`src/rtl/flt_onboard_selftest.sv`:
```
// flt_onboard_selftest
//   On-board self-test engine for the AXI4-Stream floating-point cores.
//   Streams VEC_NUM pseudo-random operands (Galois LFSR) into the core
//   under test and compresses every result it accepts into a 32-bit MISR
//   signature. At the end of a run the signature is compared against
//   EXP_SIGNATURE. A watchdog aborts the run if the core stops answering.
//
// Ports
//   i_aclk, i_areset        clock, asynchronous active-high reset
//   i_start                 start/restart pulse (ignored while running)
//   o_axi4s_a_*             operand stream towards the core
//   i_axi4s_result_*        result stream from the core
//   o_axi4s_result_tready   result acceptance (optionally toggling)
//   o_busy / o_done         running / all results received (sticky)
//   o_success               done with matching signature
//   o_timeout               watchdog fired (sticky)
//   o_signature             MISR value, frozen once the run ends
//   o_result_cnt            results accepted in this run
module flt_onboard_selftest #(
    parameter int          IN_WIDTH        = 32,
    parameter int          OUT_WIDTH       = 32,
    parameter int          TDATA_WIDTH     = ((IN_WIDTH + 7) / 8) * 8,
    parameter int          TDATA_OUT_WIDTH = ((OUT_WIDTH + 7) / 8) * 8,
    parameter int          VEC_NUM         = 1000,
    parameter logic [31:0] LFSR_SEED       = 32'h0000_0001,
    parameter logic [31:0] POLY            = 32'h8020_0003,
    parameter logic [31:0] EXP_SIGNATURE   = 32'h0000_0000,
    parameter int          TIMEOUT         = 4096,
    parameter int          BP_MODE         = 0
) (
    input  logic                       i_aclk,
    input  logic                       i_areset,
    input  logic                       i_start,
    output logic [TDATA_WIDTH-1:0]     o_axi4s_a_tdata,
    output logic                       o_axi4s_a_tvalid,
    input  logic                       i_axi4s_a_tready,
    input  logic [TDATA_OUT_WIDTH-1:0] i_axi4s_result_tdata,
    input  logic                       i_axi4s_result_tvalid,
    output logic                       o_axi4s_result_tready,
    output logic                       o_busy,
    output logic                       o_done,
    output logic                       o_success,
    output logic                       o_timeout,
    output logic [31:0]                o_signature,
    output logic [15:0]                o_result_cnt
);

    localparam int          FOLD_W = ((TDATA_OUT_WIDTH + 31) / 32) * 32;
    localparam int          NCHUNK = FOLD_W / 32;
    localparam logic [15:0] VEC_N  = 16'(VEC_NUM);
    localparam logic [31:0] TMO    = 32'(TIMEOUT);
    localparam logic [31:0] MISR_INIT = 32'hFFFF_FFFF;

    typedef enum logic [1:0] {IDLE, RUN, DONE, FAIL} state_t;

    // Galois step shared by operand generator and signature register.
    function automatic logic [31:0] step(input logic [31:0] s);
        return (s >> 1) ^ (s[0] ? POLY : 32'h0);
    endfunction

    // LFSR state truncated/zero-extended to the operand width, upper tdata bits zero.
    function automatic logic [TDATA_WIDTH-1:0] to_operand(input logic [31:0] s);
        logic [TDATA_WIDTH-1:0] r;
        r = '0;
        for (int i = 0; i < IN_WIDTH && i < 32; i++) r[i] = s[i];
        return r;
    endfunction

    // XOR of all 32-bit chunks of the zero-padded result.
    function automatic logic [31:0] fold(input logic [TDATA_OUT_WIDTH-1:0] d);
        logic [FOLD_W-1:0] p;
        logic [31:0]       acc;
        p   = '0;
        p[TDATA_OUT_WIDTH-1:0] = d;
        acc = '0;
        for (int c = 0; c < NCHUNK; c++) acc ^= p[c*32 +: 32];
        return acc;
    endfunction

    state_t                 state_q;
    logic [31:0]            lfsr_q, misr_q, sig_q, wd_q;
    logic [15:0]            sent_q, rcnt_q;
    logic [TDATA_WIDTH-1:0] tdata_q;
    logic                   tvalid_q, rready_q, busy_q, done_q, success_q, timeout_q;

    logic        a_hs, r_hs;
    logic [31:0] lfsr_d, misr_d, wd_d;
    logic [15:0] sent_d, rcnt_d;

    // rready_q/tvalid_q are only ever high in RUN, so no state qualifier needed.
    assign a_hs   = tvalid_q & i_axi4s_a_tready;
    assign r_hs   = rready_q & i_axi4s_result_tvalid;
    assign lfsr_d = step(lfsr_q);
    assign misr_d = step(misr_q) ^ fold(i_axi4s_result_tdata);
    assign wd_d   = wd_q + 32'd1;
    assign sent_d = sent_q + 16'd1;
    assign rcnt_d = rcnt_q + 16'd1;

    always_ff @(posedge i_aclk or posedge i_areset) begin
        if (i_areset) begin
            state_q   <= IDLE;
            lfsr_q    <= LFSR_SEED;
            misr_q    <= MISR_INIT;
            sig_q     <= '0;
            wd_q      <= '0;
            sent_q    <= '0;
            rcnt_q    <= '0;
            tdata_q   <= '0;
            tvalid_q  <= 1'b0;
            rready_q  <= 1'b0;
            busy_q    <= 1'b0;
            done_q    <= 1'b0;
            success_q <= 1'b0;
            timeout_q <= 1'b0;
        end else begin
            case (state_q)
                RUN: begin
                    if (a_hs) begin
                        lfsr_q  <= lfsr_d;
                        tdata_q <= to_operand(lfsr_d);
                        sent_q  <= sent_d;
                        if (sent_d == VEC_N) tvalid_q <= 1'b0;
                    end
                    if (BP_MODE != 0) rready_q <= ~rready_q;
                    // Later assignments below override the toggle on run exit.
                    if (r_hs) begin
                        misr_q <= misr_d;
                        sig_q  <= misr_d;
                        rcnt_q <= rcnt_d;
                        wd_q   <= '0;
                        if (rcnt_d == VEC_N) begin
                            state_q   <= DONE;
                            busy_q    <= 1'b0;
                            rready_q  <= 1'b0;
                            tvalid_q  <= 1'b0;
                            done_q    <= 1'b1;
                            success_q <= (misr_d == EXP_SIGNATURE);
                        end
                    end else begin
                        wd_q <= wd_d;
                        if (wd_d == TMO) begin
                            state_q   <= FAIL;
                            busy_q    <= 1'b0;
                            rready_q  <= 1'b0;
                            tvalid_q  <= 1'b0;
                            timeout_q <= 1'b1;
                        end
                    end
                end
                default: begin
                    // IDLE, DONE and FAIL all (re)start a fresh run.
                    if (i_start) begin
                        state_q   <= RUN;
                        lfsr_q    <= LFSR_SEED;
                        misr_q    <= MISR_INIT;
                        sig_q     <= MISR_INIT;
                        wd_q      <= '0;
                        sent_q    <= '0;
                        rcnt_q    <= '0;
                        tdata_q   <= to_operand(LFSR_SEED);
                        tvalid_q  <= 1'b1;
                        rready_q  <= 1'b1;
                        busy_q    <= 1'b1;
                        done_q    <= 1'b0;
                        success_q <= 1'b0;
                        timeout_q <= 1'b0;
                    end
                end
            endcase
        end
    end

    assign o_axi4s_a_tdata       = tdata_q;
    assign o_axi4s_a_tvalid      = tvalid_q;
    assign o_axi4s_result_tready = rready_q;
    assign o_busy                = busy_q;
    assign o_done                = done_q;
    assign o_success             = success_q;
    assign o_timeout             = timeout_q;
    assign o_signature           = sig_q;
    assign o_result_cnt          = rcnt_q;

endmodule

```
`config.mk`:
```
export PLATFORM = sky130hd
export DESIGN_NAME = flt_onboard_selftest
export DESIGN_NICKNAME = d
export VERILOG_FILES = /design/src/rtl/flt_onboard_selftest.sv
export SDC_FILE = /design/constraint.sdc
export NUM_CORES = 1
export LEC_CHECK = 0
export BUFFER_PORTS_ARGS = -buffer_cell sky130_fd_sc_hd__buf_2
export CAP_MARGIN = 10
export CORE_MARGIN = 4
export CORE_UTILIZATION = 30
export CTS_CLUSTER_DIAMETER = 100
export DETAILED_ROUTE_END_ITERATION = 8
export GPL_TIMING_DRIVEN = 0
export PLACE_DENSITY = 0.59
export SYNTH_ARGS = -nofsm -noshare
export SYNTH_HDL_FRONTEND = slang
export SYNTH_SLANG_ARGS = --single-unit
```
`constraint.sdc`:
```
create_clock -name i_aclk -period 7.9 [get_ports i_aclk]
set_input_delay 0.79 -clock i_aclk [delete_from_list [all_inputs] [get_ports i_aclk]]
set_output_delay 0.79 -clock i_aclk [all_outputs]
set_load 0.005 [all_outputs]
```
==> reports/metrics.yaml <==
status: "complete, no violations"
antenna_found_initial: 0
port_buffers: 122
ios: 123
place_ws_ps: 4252
cts.sinks: 168
drc_errors: 0
wl_per_cell_um: 16.06
setup_viol: 0
worst_slew_pin_slew_ps: 805.6
syn2layout_area_growth_pct: 19.79
synthArstFlopShare_pct: 100.0
crit_type: "reg2reg"
grt_use_total_pct: 14.74
grt_pass1_wl_mm: 37.71
synthCells: 900
synth_nets: 942
skew_ps: 12.92
hpwlAfterDp_mm: 16.38
max_slew_margin_pct: 45.80
arrival_ps: 4010
setup_slack_ps: 4219
hp-class: "in2async"
grt-ovfl-total: 0
drv_cap: 0
die_x_um: 178.2
grt_max_degree: 122
dieArea_mm2: 0.03175
yosysMostFrequentCell: "dfrtp_1"
synthDistinctLibCells: 63
synth_top_area_cell: "dfrtp_1"
fin_nets: 1084
finalWirelength_mm: 23.11
max_stage_delay_ps: 620
drive_above_1_share_pct: 22.84
post_cts_resize_count: 0
slowest_stage: "nor4_1"
grt_pass1_vias: 7079
clkTransAtPathRegs_ps: 70
synth_area_leaders: "dfrtp_1 (39%), dfstp_2 (10%), o21ai_0 (5.4%)"
crit_top_cell: "nand3_1"
ys.flop_type: "dfrtp_1"
dr.pass1.iters: 5
viasPerCell: 5.044
postCtsSetupBuffers: 0
path_max_fanout: 10
required_ps: 8230
crit_path_end_kind: "flip-flop"
post-route-util_pct: 36.36
globalplace.congestion: 0.8158
rows: 62
syn_area_mm2: 0.008688
synth_seq_area_share_pct: 48.86
synthTopCellsByCount: "dfrtp_1 (135), nand2_1 (94), o21ai_0 (94), o21a_1 (62), nor2_1 (57)"
rsz0062_at_grt: "no"
cts.path.max_buffers: 2
ys_seq_elements: 168
max_freq_mhz: 271.7
fin_total_pwr_mw: 2.817
fin_crit_ps: 3681
drtAntennaViolNets: 0
clock_latency_ps: 430
cts_hold_buf: 0
cts_made_buffers: 17
synth_top_area_share_pct: 38.88
hold_violations: 0
r2r_cells: 9
max-vdd-ir-drop_mv: 0.1366
setup_tns_ps: 0
worstSetupPathDepth: 9
path_cells: "ha_1 > nand3_1 > nor4_1 > clkbuf_1 > nand3_1 > xnor2_1 > a2111o_1 > or4_4 > o211a_1"
vias: 7258
crit_path_start_kind: "flip-flop"
start_util_pct: 30.35
cts_tree: "done"
crit_family: "simple AND/OR/NAND/NOR gates"
report.final.slew_viol_count: 0
die_height_um: 178.2
ctsHtreeMaxLevel: 4
core_area_mm2: 0.02863
diodes: 0
finalCritPeriodShare_pct: 46.59
power_density_mw_per_mm2: 270.7
clockRootBuffer: "clkbuf_16"
whs_ps: 349.0
ys_warn_count: 0
critPathBufInv: 1
syn_area_per_cell_um2: 9.654
synth_edf_count: 0
drt_iter0_markers: 384
leakage_nw: 4.391
[sequential cells by signal, summed over array words and instances (netlist names)]
name	cells
lfsr_q	32
misr_q	32
o_axi4s_a_tdata	1
o_axi4s_a_tvalid	1
o_busy	1
o_done	1
o_result_cnt	16
o_signature	32
o_success	1
o_timeout	1
sent_q	16
state_q	2
wd_q	32
[power by group]
part	total, mW	internal (mW)	leakage, nW	switching (mW)
registers	1.27	1.11	2.09	0.160
logic	0.696	0.374	2.01	0.322
clock network	0.851	0.459	0.297	0.392
total	2.82	1.94	4.39	0.874
[layout make-up]
type	instances	area (um2)
Inverter	8	37.54
Fill cell	2928	18220
Buffer	88	449.2
Clock buffer	18	439.2
Clock inverter	14	153.9
Timing Repair Buffer	123	638.1
Multi-Input combinational cell	636	3964
Tap cell	384	480.5
Sequential cell	168	4245
[cells by family after synthesis]
logic type	after synthesis	share of synthesized area, %
multiplexers	6	0.7057
AND/OR/NAND/NOR	296	17.45
flip-flops	168	48.86
adder cells (fa/ha/maj)	5	0.7200
XOR/XNOR	61	6.149
AO/OA/AOI/OAI	268	20.59
buffers and inverters	96	5.516
[worst paths after layout]
kind	end	slack, ps	start
setup / recovery	o_axi4s_a_tvalid	4220	wd_q[0]
hold / removal	lfsr_q[26]	350	i_areset
setup reg to reg	o_axi4s_a_tvalid	4220	wd_q[0]
hold reg to reg	o_signature[17]	490	o_signature[17]
max in group asynchronous	o_signature[27]	6640	i_areset
min in group i_aclk	o_signature[17]	490	o_signature[17]
[cells in the final DEF (no fill, tap or decap), types with 4 or more instances in the layout]
master	Yosys	routed
dfrtp_1	135	135
buf_2	8	130
nand2_1	94	94
o21ai_0	94	94
o21a_1	62	62
nor2_1	57	57
xnor2_1	49	49
clkbuf_1	48	48
a22o_1	34	34
dfstp_2	33	33
nand3_1	30	30
nand4_1	29	29
buf_4	29	29
o31ai_1	17	17
a21oi_1	17	17
clkbuf_16	0	17
and3_1	14	14
xor2_1	12	12
nor3_1	12	12
a31oi_1	11	11
nor4_1	10	10
inv_1	8	7
and2_1	6	6
or3_1	6	6
and4_1	5	5
a21o_1	5	5
inv_8	0	5
nor2b_1	5	5
mux2i_1	5	5
ha_1	5	5
inv_6	0	5
o41ai_1	4	4
[per-layer routing]
layer,track usage [%],vias to the layer above,wire (um)
li1,-,3512,-
met1,20.01,3609,10750
met2,24.21,117,11130
met3,2.861,20,958
met4,3.933,0,270
met5,0,-,0
[stage by stage]
stage          cell area [um2]  instances
4_1_cts                  10410       1439
3_3_place_gp              9779       1406
6_report                 10410       1439
2_1_floorplan             8688        900
5_1_grt                  10410       1439
3_5_place_dp              9814       1407
[worst register-to-register path, stage by stage (launching register included)]
cell	delay (ps)
dfrtp_1	530
ha_1	310
nand3_1	180
nor4_1	620
clkbuf_1	440
nand3_1	210
xnor2_1	180
a2111o_1	410
or4_4	550
o211a_1	140
Note: power is estimated with default switching activity, not from simulation.
